$ cat src/rtl/traffic_light_ctrl_pkg.sv
// Shared encodings for the traffic light controller: phase codes and the
// per-approach {red,yellow,green} light codes.
package traffic_pkg;

    typedef enum logic [1:0] {
        PH_GREEN  = 2'b00,
        PH_YELLOW = 2'b01,
        PH_ALLRED = 2'b10,
        PH_FLASH  = 2'b11
    } phase_t;

    localparam logic [2:0] LIGHT_GREEN  = 3'b001;
    localparam logic [2:0] LIGHT_YELLOW = 3'b010;
    localparam logic [2:0] LIGHT_RED    = 3'b100;
    localparam logic [2:0] LIGHT_OFF    = 3'b000;

endpackage

$ cat src/rtl/traffic_light_ctrl_if.sv
// Request/timing inputs and light outputs of the intersection controller,
// bundled so the controller and its environment share one connection.
interface traffic_light_ctrl_if
    import traffic_pkg::*;
#(
    parameter int N_WAY = 4,
    parameter int CNT_W = 6
);
    localparam int WAY_W = $clog2(N_WAY);

    logic [N_WAY-1:0]   demand;
    logic               flash_mode;
    logic [CNT_W-1:0]   green_time;
    logic [CNT_W-1:0]   yellow_time;
    logic [3*N_WAY-1:0] lights;
    logic [WAY_W-1:0]   cur_way;
    phase_t             phase;

    modport master (
        output demand, flash_mode, green_time, yellow_time,
        input  lights, cur_way, phase
    );

    modport slave (
        input  demand, flash_mode, green_time, yellow_time,
        output lights, cur_way, phase
    );

endinterface

$ cat src/rtl/traffic_light_ctrl_rr_next_sel.sv
// Round-robin search for the next approach with demand, starting just after
// the current one and never selecting the current approach itself.
module rr_next_sel
    import traffic_pkg::*;
#(
    parameter int N_WAY = 4,
    localparam int WAY_W = $clog2(N_WAY)
) (
    input  logic [N_WAY-1:0] demand,
    input  logic [WAY_W-1:0] cur_way,
    output logic             found,
    output logic [WAY_W-1:0] next_way
);

    logic [WAY_W:0]   sum;
    logic [WAY_W-1:0] idx;

    // Walk offsets from farthest to nearest so the nearest hit wins last.
    always_comb begin
        found    = 1'b0;
        next_way = '0;
        sum      = '0;
        idx      = '0;
        for (int k = N_WAY - 1; k >= 1; k--) begin
            sum = {1'b0, cur_way} + (WAY_W + 1)'(k);
            if (sum >= (WAY_W + 1)'(N_WAY)) begin
                sum = sum - (WAY_W + 1)'(N_WAY);
            end
            idx = sum[WAY_W-1:0];
            if (demand[idx]) begin
                found    = 1'b1;
                next_way = idx;
            end
        end
    end

endmodule

$ cat src/rtl/traffic_light_ctrl.sv
// Demand-driven round-robin traffic light controller with yellow and all-red
// clearance phases and an overriding flashing-yellow mode.
module traffic_light_ctrl
    import traffic_pkg::*;
#(
    parameter int N_WAY    = 4,
    parameter int CNT_W    = 6,
    parameter int ALLRED_T = 1,
    parameter int FLASH_T  = 4
) (
    input  logic clk,
    input  logic reset,
    traffic_light_ctrl_if.slave bus
);

    localparam int WAY_W = $clog2(N_WAY);
    localparam logic [CNT_W-1:0] ALLRED_CNT = CNT_W'(ALLRED_T);
    localparam logic [CNT_W-1:0] FLASH_CNT  = CNT_W'(FLASH_T);

    phase_t             phase_q, phase_d;
    logic [WAY_W-1:0]   cur_way_q, cur_way_d;
    logic [WAY_W-1:0]   next_q, next_d;
    logic [CNT_W-1:0]   count_q, count_d;
    logic [CNT_W-1:0]   g_dur_q, g_dur_d;
    logic [CNT_W-1:0]   y_dur_q, y_dur_d;
    logic [CNT_W-1:0]   g_eff;
    logic               flash_on_q, flash_on_d;
    logic               g_pend_q;
    logic               sel_found;
    logic [WAY_W-1:0]   sel_next;
    logic [3*N_WAY-1:0] lights_v;

    function automatic logic [CNT_W-1:0] fix_dur(input logic [CNT_W-1:0] d);
        return (d == '0) ? CNT_W'(1) : d;
    endfunction

    rr_next_sel #(.N_WAY(N_WAY)) u_sel (
        .demand   (bus.demand),
        .cur_way  (cur_way_q),
        .found    (sel_found),
        .next_way (sel_next)
    );

    // Reset holds no sampled green yet; the first cycle reads green_time live.
    always_ff @(posedge clk or negedge reset) begin
        if (!reset) begin
            phase_q    <= PH_GREEN;
            cur_way_q  <= '0;
            next_q     <= '0;
            count_q    <= CNT_W'(1);
            g_dur_q    <= CNT_W'(1);
            y_dur_q    <= CNT_W'(1);
            flash_on_q <= 1'b1;
            g_pend_q   <= 1'b1;
        end else begin
            phase_q    <= phase_d;
            cur_way_q  <= cur_way_d;
            next_q     <= next_d;
            count_q    <= count_d;
            g_dur_q    <= g_dur_d;
            y_dur_q    <= y_dur_d;
            flash_on_q <= flash_on_d;
            g_pend_q   <= 1'b0;
        end
    end

    // Flash request is checked before any phase expiry so it always wins.
    always_comb begin
        phase_d    = phase_q;
        cur_way_d  = cur_way_q;
        next_d     = next_q;
        count_d    = count_q + CNT_W'(1);
        g_dur_d    = g_dur_q;
        y_dur_d    = y_dur_q;
        flash_on_d = flash_on_q;
        g_eff      = g_pend_q ? fix_dur(bus.green_time) : g_dur_q;
        if (g_pend_q) begin
            g_dur_d = fix_dur(bus.green_time);
        end

        if (bus.flash_mode) begin
            if (phase_q != PH_FLASH) begin
                phase_d    = PH_FLASH;
                count_d    = CNT_W'(1);
                flash_on_d = 1'b1;
            end else if (count_q >= FLASH_CNT) begin
                count_d    = CNT_W'(1);
                flash_on_d = ~flash_on_q;
            end
        end else begin
            unique case (phase_q)
                PH_GREEN: begin
                    if (count_q >= g_eff) begin
                        count_d = CNT_W'(1);
                        if (sel_found) begin
                            phase_d = PH_YELLOW;
                            next_d  = sel_next;
                            y_dur_d = fix_dur(bus.yellow_time);
                        end else begin
                            g_dur_d = fix_dur(bus.green_time);
                        end
                    end
                end
                PH_YELLOW: begin
                    if (count_q >= y_dur_q) begin
                        phase_d = PH_ALLRED;
                        count_d = CNT_W'(1);
                    end
                end
                PH_ALLRED: begin
                    if (count_q >= ALLRED_CNT) begin
                        phase_d   = PH_GREEN;
                        cur_way_d = next_q;
                        count_d   = CNT_W'(1);
                        g_dur_d   = fix_dur(bus.green_time);
                    end
                end
                PH_FLASH: begin
                    phase_d = PH_ALLRED;
                    next_d  = '0;
                    count_d = CNT_W'(1);
                end
            endcase
        end
    end

    always_comb begin
        lights_v = '0;
        for (int i = 0; i < N_WAY; i++) begin
            if (phase_q == PH_FLASH) begin
                lights_v[3*i +: 3] = flash_on_q ? LIGHT_YELLOW : LIGHT_OFF;
            end else if (phase_q == PH_GREEN && cur_way_q == WAY_W'(i)) begin
                lights_v[3*i +: 3] = LIGHT_GREEN;
            end else if (phase_q == PH_YELLOW && cur_way_q == WAY_W'(i)) begin
                lights_v[3*i +: 3] = LIGHT_YELLOW;
            end else begin
                lights_v[3*i +: 3] = LIGHT_RED;
            end
        end
    end

    assign bus.lights  = lights_v;
    assign bus.cur_way = cur_way_q;
    assign bus.phase   = phase_q;

endmodule

$ cat src/flat_wrapper.sv
// flat-port wrapper written by rule: the top's interface ports become plain ports
module traffic_light_ctrl_flat import traffic_pkg::*;
#(
    parameter int N_WAY    = 4,
    parameter int CNT_W    = 6,
    parameter int ALLRED_T = 1,
    parameter int FLASH_T  = 4
)
  (clk, reset, bus_demand, bus_flash_mode, bus_green_time, bus_yellow_time, bus_lights, bus_cur_way, bus_phase);
  traffic_light_ctrl_if #(.N_WAY(N_WAY), .CNT_W(CNT_W)) bus_i ();
  input  logic clk;
  input  logic reset;
  input wire logic [$bits(bus_i.demand)-1:0] bus_demand;
  input wire logic [$bits(bus_i.flash_mode)-1:0] bus_flash_mode;
  input wire logic [$bits(bus_i.green_time)-1:0] bus_green_time;
  input wire logic [$bits(bus_i.yellow_time)-1:0] bus_yellow_time;
  output wire logic [$bits(bus_i.lights)-1:0] bus_lights;
  output wire logic [$bits(bus_i.cur_way)-1:0] bus_cur_way;
  output wire logic [$bits(bus_i.phase)-1:0] bus_phase;
  assign bus_i.demand = bus_demand;
  assign bus_i.flash_mode = bus_flash_mode;
  assign bus_i.green_time = bus_green_time;
  assign bus_i.yellow_time = bus_yellow_time;
  assign bus_lights = bus_i.lights;
  assign bus_cur_way = bus_i.cur_way;
  assign bus_phase = bus_i.phase;
  traffic_light_ctrl #(.N_WAY(N_WAY), .CNT_W(CNT_W), .ALLRED_T(ALLRED_T), .FLASH_T(FLASH_T)) u_core (.clk(clk), .reset(reset), .bus(bus_i));
endmodule
$ cat config.mk
export PLATFORM = sky130hd
export DESIGN_NAME = traffic_light_ctrl_flat
export DESIGN_NICKNAME = d
export VERILOG_FILES = /design/src/rtl/traffic_light_ctrl_pkg.sv /design/src/rtl/traffic_light_ctrl_if.sv /design/src/rtl/traffic_light_ctrl_rr_next_sel.sv /design/src/rtl/traffic_light_ctrl.sv /design/src/flat_wrapper.sv
export SDC_FILE = /design/constraint.sdc
export NUM_CORES = 1
export LEC_CHECK = 0
export ABC_AREA = 0
export CAP_MARGIN = 20
export CORE_AREA = 5 5 80 82
export DETAILED_ROUTE_END_ITERATION = 7
export DIE_AREA = 0 0 85 87
export DONT_BUFFER_PORTS = 1
export PLACE_DENSITY = 0.46
export SLEW_MARGIN = 20
export SYNTH_ARGS = -nofsm -noshare
export SYNTH_HDL_FRONTEND = slang
export SYNTH_HIERARCHICAL = 1
export SYNTH_SLANG_ARGS = --single-unit
$ cat constraint.sdc
create_clock -name clk -period 3.8 [get_ports clk]
set_input_delay 1.14 -clock clk [delete_from_list [all_inputs] [get_ports clk]]
set_output_delay 1.14 -clock clk [all_outputs]
set_load 0.1 [all_outputs]
==> results of run 1 <==
[placed cells by master, fill, tap and decap left out, types with 2 or more instances in the layout]
cell / count
a21oi_2: 2
and2_1: 2
a21oi_1: 17
o21bai_1: 2
nor2_2: 2
buf_4: 16
mux2i_1: 9
a211o_1: 2
and3_1: 2
a31oi_1: 5
mux2_2: 10
a21o_1: 2
ha_1: 15
a21boi_0: 2
nor2_1: 10
nand3_1: 5
xnor2_1: 4
dfstp_2: 5
a211oi_1: 2
nor3_1: 4
inv_1: 9
dfrtp_1: 21
nand3b_1: 3
a21boi_2: 3
nand2_1: 16
nor2b_1: 3
o21ai_0: 3
clkbuf_8: 3
[logic make-up after synthesis]
logic type	Yosys count	share of synthesized area
adder cells (fa/ha/maj)	15	0.09908
AO/OA/AOI/OAI	52	0.1929
multiplexers	19	0.1070
buffers and inverters	22	0.07199
XOR/XNOR	5	0.02312
AND/OR/NAND/NOR	57	0.1572
other	1	0.001980
flip-flops	26	0.3468
[flip-flops by register name, indices dropped and copies added (netlist names)]
signal and cells:
u_core/count_q 6, u_core/g_dur_q 6, u_core/y_dur_q 6, u_core/bus.cur_way 2
u_core/bus.phase 2, u_core/next_q 2, u_core/flash_on_q 1, u_core/g_pend_q 1
[metrics by stage]
step / hold slack (ns) / power (mW) / instances / area, sq um / util
after floorplan: 0.4739 / 0.8748 / 197 / 1931 / -
after global placement: 0.4950 / 0.9611 / 275 / 2062 / 0.3633
after detailed placement: 0.4989 / 0.9765 / 275 / 2062 / 0.3633
after CTS: 0.5214 / 1.143 / 279 / 2107 / 0.3713
after global routing: 0.5260 / 1.206 / 279 / 2107 / 0.3713
final: 0.5174 / 1.123 / 279 / 2107 / 0.3713
[cell type report]
class / instances / share of cell area
Sequential cell: 26 / 0.3118
Multi-Input combinational cell: 149 / 0.5493
Tap cell: 75 / 0.04454
Inverter: 9 / 0.01603
Timing Repair Buffer: 16 / 0.05701
Clock buffer: 4 / 0.02138
[per-layer routing]
layer	vias to the layer above	wire, microns	share of wire
li1	719	-	-
met1	722	1927	0.44
met2	32	2141	0.49
met3	2	241	0.056
met4	0	26	0.0060
met5	-	0	0
[how the worst max path moves through the flow]
stage                                      from                end  slack (ns)  depth (start not counted)
after global routing          bus_green_time[1]  u_core/y_dur_q[5]        0.43                          9
after global placement        bus_green_time[1]  u_core/y_dur_q[2]        0.42                          9
after floorplan           u_core/bus.cur_way[0]      bus_lights[3]       -0.37                          2
final                         bus_green_time[1]  u_core/y_dur_q[1]        0.64                          9
after CTS                     bus_green_time[1]  u_core/y_dur_q[1]        0.63                          9
after detailed placement      bus_green_time[1]  u_core/y_dur_q[1]        0.34                          9
[critical path: cells and delay by family]
family / cells / cell delay (ns)
compound gates: 4 / 1.03
fa+ha+maj: 1 / 0.26
simple gates: 3 / 0.49
mux: 1 / 0.38
[power groups by stage]
stage	clock network (mW)	registers [mW]	logic (mW)
final	0.158	0.395	0.571
after global routing	0.182	0.404	0.619
after CTS	0.170	0.396	0.577
after detailed placement	0	0.402	0.575
after global placement	0	0.398	0.563
after floorplan	0	0.398	0.477
==> impl_metrics.json, run 1 <==
{
  "seq_area_frac_synth": 0.3468,
  "worst_pin_slew_ns": 0.7174,
  "synth_edf_count": 0,
  "yosysMostFrequentCell": "dfrtp_1",
  "reg2reg_from": "u_core/g_pend_q",
  "drt-wirelength-per-cell_microns": 15.54,
  "combinationalPowerShare": 0.509,
  "initial_core_util": 0.3338,
  "cts.sinks": 26,
  "arrival_ns": 3.32,
  "wirelength_microns": 4337,
  "ios": 35,
  "gp_congestion": 0.7524,
  "yosys.area.top_type_share": 0.2774,
  "cp_cell_sequence": "nor3_1 > a21oi_1 > a21oi_1 > ha_1 > nand2b_1 > a211o_2 > nand4_1 > a211o_1 > mux2_2",
  "p_switching_mw": 0.5344,
  "cpMostUsedCell": "a21oi_1",
  "r2r-end": "u_core/y_dur_q[1]",
  "rsz0062_at_grt": "no",
  "hold_buffers": 0,
  "start_kind": "input port",
  "grt_pass1_wl_microns": 7376,
  "worstPathRequired_ns": 3.96,
  "globalRouteOverflowTotal": 0,
  "worst_path_largest_cell_delay_ns": 0.38,
  "internal_power_mw": 0.5890,
  "die_area_sq_um": 7395,
  "grt_max_degree": 27,
  "worstPathMaxFanout": 9,
  "die_x_microns": 85,
  "skew_ns": 0.003540,
  "antenna_left": 0,
  "die_h_microns": 87,
  "drt-pass1-iter-count": 4,
  "pre_cts_ws_ns": 0.3431,
  "netlist_area_sq_um": 1894,
  "grt_pass1_vias": 1503,
  "met2_usage": 0.2069,
  "ys.flop_type": "dfrtp_1",
  "synth_top_cell_by_area": "dfrtp_1",
  "worst-r2r-cell-count": 8,
  "cts_made_buffers": 3,
  "r2r_slack_ns": 1.17,
  "slowest_stage": "mux2_2",
  "track_usage": 0.1231,
  "drtIter0Drc": 63,
  "multi_input_area_sq_um": 1157,
  "via_count": 1475,
  "path_class": "in -> reg",
  "grt-busiest-layer": "met2",
  "post_cts_buffers": 0,
  "finalSetupTns_ns": 0,
  "yosys_warnings": 6,
  "p_sw_frac": 0.4757,
  "use_met3": 0.03027,
  "port_buffers": 0,
  "layout-area-overhead-vs-synth_pct": 11.23,
  "worst_slack_ns": 0.6408,
  "synth_area_per_cell_sq_um": 9.616,
  "cp-end-kind": "flip-flop",
  "clockPowerShare": 0.140,
  "seqCellArea_sq_um": 656.9,
  "max_freq_mhz": 316.5,
  "drv_slew": 0,
  "yosys-top-cells-count": "21 x dfrtp_1, 19 x a21oi_1, 16 x nand2_1",
  "synth_cell_types": 52,
  "synthCells": 197,
  "core_sq_um": 5675,
  "cts_tree": "built",
  "finalCritPeriodShare": 0.8314,
  "hold_start": "u_core/next_q[0]",
  "postCtsResizedCells": 0,
  "vias_per_cell": 5.287,
  "p_leak_nw": 0.9430,
  "hpwlAfterDp_microns": 3333,
  "use_met1": 0.1590,
  "cts-root-buf": "clkbuf_8",
  "status": "completed",
  "min_path_type": "reg -> reg",
  "synthesis.nets": 231,
  "remaining_drc_errors": 0,
  "clk_transition_reported_paths_ns": 0.09,
  "fin_nets": 239,
  "power_density_nw_per_um2": 533.2,
  "ctsLongestPathBuffers": 2,
  "synthTopCellsByArea": "dfrtp_1 28%, ha_1 9.9%, dfstp_2 6.9%",
  "final_layout_size_suffix_gt1_frac": 0.2549,
  "fill_cells": 590,
  "diodes": 0,
  "fin_crit_ns": 3.159,
  "row_count": 28,
  "slew_headroom": 0.5218,
  "htreeDepth": 1,
  "setup_viol": 0,
  "finalHoldViolCount": 0,
  "holdPathStages": 1,
  "power_frac_seq": 0.351,
  "peakVddDrop_mv": 0.3333,
  "holdPathEnd": "u_core/bus.cur_way[0]",
  "drv_cap": 0,
  "ys_seq_elements": 26,
  "grt_antenna_before_repair": 0,
  "async_reset_ff_frac": 1.000,
  "insertion_delay_ns": 0.26
}
No activity file was read; power rests on OpenSTA's default activity.
==> inputs of run 2 (changes only) <==
- PLACE_DENSITY: 0.46 -> 0.48
- clock period: 3.8 -> 2.5 ns (I/O delays scaled with it)
==> run 2 against run 1 <==
Register-to-register slack worse by 1.1 ns. Clock skew is 0.0013 ns higher. Sequential share of layout area is 4.4 points lower. Count of clock-buffer cells in the layout stayed put. Cell count is 4.3% higher. Worst setup slack worse by 0.61 ns. Critical path depth is 1 higher. Largest power group unchanged.
==> impl_metrics.json, run 2 (synthesis gave the netlist of run 1 again) <==
{
  "internal_power_mw": 1.105,
  "antenna_left": 0,
  "via_count": 1510,
  "placed_cell_area_sq_um": 2404,
  "start_kind": "input port",
  "die_x_microns": 85,
  "hold_buffers": 0,
  "die_area_sq_um": 7395,
  "combinationalPowerShare": 0.547,
  "final_layout_size_suffix_gt1_frac": 0.3704,
  "slew_headroom": 0.5952,
  "initial_core_util": 0.3338,
  "worstPathRequired_ns": 2.67,
  "slowest_stage": "a211o_4",
  "die_h_microns": 87,
  "port_buffers": 0,
  "cts_tree": "built",
  "remaining_drc_errors": 0,
  "min_path_type": "in -> async",
  "power_density_nw_per_um2": 791.9,
  "worstPathMaxFanout": 4,
  "clockPowerShare": 0.141,
  "worst_path_largest_cell_delay_ns": 0.31,
  "fin_util": 0.4427,
  "finalCritPeriodShare": 0.9863,
  "grt_antenna_before_repair": 0,
  "fin_area_sq_um": 2512,
  "ios": 35,
  "drt-pass1-iter-count": 4,
  "most-common-layout-cells": "17 x dfrtp_1, 16 x buf_4, 16 x nand2_1, 15 x a21oi_1, 15 x ha_1",
  "cts_made_buffers": 3,
  "gp_congestion": 0.7330,
  "grt_pass1_vias": 1560,
  "diodes": 0,
  "grt_pass1_wl_microns": 7562,
  "finalHoldViolCount": 0,
  "cp_cell_sequence": "nor3_2 > a21oi_2 > a21oi_2 > ha_1 > nand2b_4 > a211o_4 > nand4_1 > a211o_4 > clkbuf_16 > mux2_4",
  "fin_crit_ns": 2.466,
  "fill_cells": 568,
  "dpl.cell_count": 286,
  "drv_cap": 0,
  "drv_slew": 0,
  "htreeDepth": 1,
  "skew_ns": 0.004799,
  "fin_nets": 251,
  "worst-r2r-cell-count": 9,
  "drt-wirelength-per-cell_microns": 15.89,
  "r2r-end": "u_core/y_dur_q[5]",
  "path_class": "in -> reg",
  "final_common_cell": "dfrtp_1",
  "grt_max_degree": 27,
  "reg2reg_from": "u_core/g_pend_q",
  "final_cells": 291,
  "power_frac_seq": 0.311,
  "cp-end-kind": "flip-flop",
  "row_count": 28,
  "p_sw_frac": 0.4444,
  "peakVddDrop_mv": 0.3700,
  "max_freq_mhz": 405.5,
  "drtIter0Drc": 27,
  "reg_top3": "u_core/count_q (6), u_core/g_dur_q (6), u_core/y_dur_q (6)",
  "setup_viol": 0,
  "vias_per_cell": 5.189,
  "multi_input_area_sq_um": 1292,
  "seqCellArea_sq_um": 671.9,
  "cts-root-buf": "clkbuf_8",
  "ctsLongestPathBuffers": 2,
  "hpwlAfterDp_microns": 3536,
  "layout-area-overhead-vs-synth_pct": 32.63,
  "track_usage": 0.1271,
  "globalRouteOverflowTotal": 0,
  "startpoint": "bus_green_time[1]",
  "crit_end": "u_core/y_dur_q[5]",
  "worst_pin_slew_ns": 0.6008,
  "p_switching_mw": 0.8840,
  "arrival_ns": 2.63,
  "p_leak_nw": 1.125,
  "r2r_slack_ns": 0.05,
  "clk_transition_reported_paths_ns": 0.09,
  "status": "completed",
  "insertion_delay_ns": 0.28,
  "core_sq_um": 5675,
  "wirelength_microns": 4623,
  "cts.sinks": 26,
  "rsz0062_at_grt": "yes"
}
-- run 2: cell count changes in the layout (fill, tap and decap cells not counted), sizes merged --
cell / delta
buf: +11
clkbuf: +1
-- run 2: power groups by stage --
stage	Sequential (mW)	Combinational [mW]	Clock, mW
2_1_floorplan	0.613	0.826	0
3_3_place_gp	0.622	1.07	0
3_5_place_dp	0.626	1.09	0
4_1_cts	0.618	1.09	0.291
5_1_grt	0.633	1.17	0.306
6_report	0.619	1.09	0.281
-- run 2: worst min path at each step --
stage | startpoint | endpoint | slack (ns) | cells after the start
2_1_floorplan | reset | u_core/count_q[1] | 0.45 | 0
3_3_place_gp | reset | u_core/count_q[3] | 0.46 | 0
3_5_place_dp | reset | u_core/y_dur_q[4] | 0.46 | 0
4_1_cts | reset | u_core/count_q[5] | 0.14 | 0
5_1_grt | reset | u_core/count_q[5] | 0.13 | 0
6_report | reset | u_core/count_q[4] | 0.16 | 0
-- run 2: per-layer routing --
layer	vias up	global-route usage	share of wire
li1	746	-	-
met1	726	0.1504	0.44
met2	34	0.2316	0.51
met3	4	0.03027	0.042
met4	0	0.03022	0.0084
met5	-	0	0
-- run 2: metrics by stage --
| step | hold slack, ns | setup WS (ns) | power [mW] | TNS (ns) |
|---|---|---|---|---|
| 3_3_place_gp | 0.4561 | -0.2369 | 1.696 | -2.268 |
| 4_1_cts | 0.1446 | 0.01925 | 2.000 | 0 |
| 6_report | 0.1559 | 0.03419 | 1.990 | 0 |
| 3_5_place_dp | 0.4557 | -0.2737 | 1.717 | -3.100 |
| 5_1_grt | 0.1323 | -0.05106 | 2.112 | -0.3472 |
| 2_1_floorplan | 0.4544 | -0.3125 | 1.438 | -1.991 |
-- run 2: worst max-delay path: cells and delay by family --
family | cells | cell delay (ns)
AOI/OAI and AO/OA | 4 | 0.76
and+or+nand+nor | 3 | 0.44
muxes | 1 | 0.29
adders and majority gates | 1 | 0.25
buffers and inverters | 1 | 0.14
-- run 2: final cells by class --
class / count / area share
Clock buffer: 4 / 0.02191
Inverter: 9 / 0.01345
Multi-Input combinational cell: 149 / 0.5144
Sequential cell: 26 / 0.2674
Tap cell: 75 / 0.03735
Timing Repair Buffer: 28 / 0.1454
-- run 2: what timing repair did --
item,in CTS,in global routing
gates resized for setup,0,6
endpoints found under the setup margin,0,9
buffers inserted,0,0
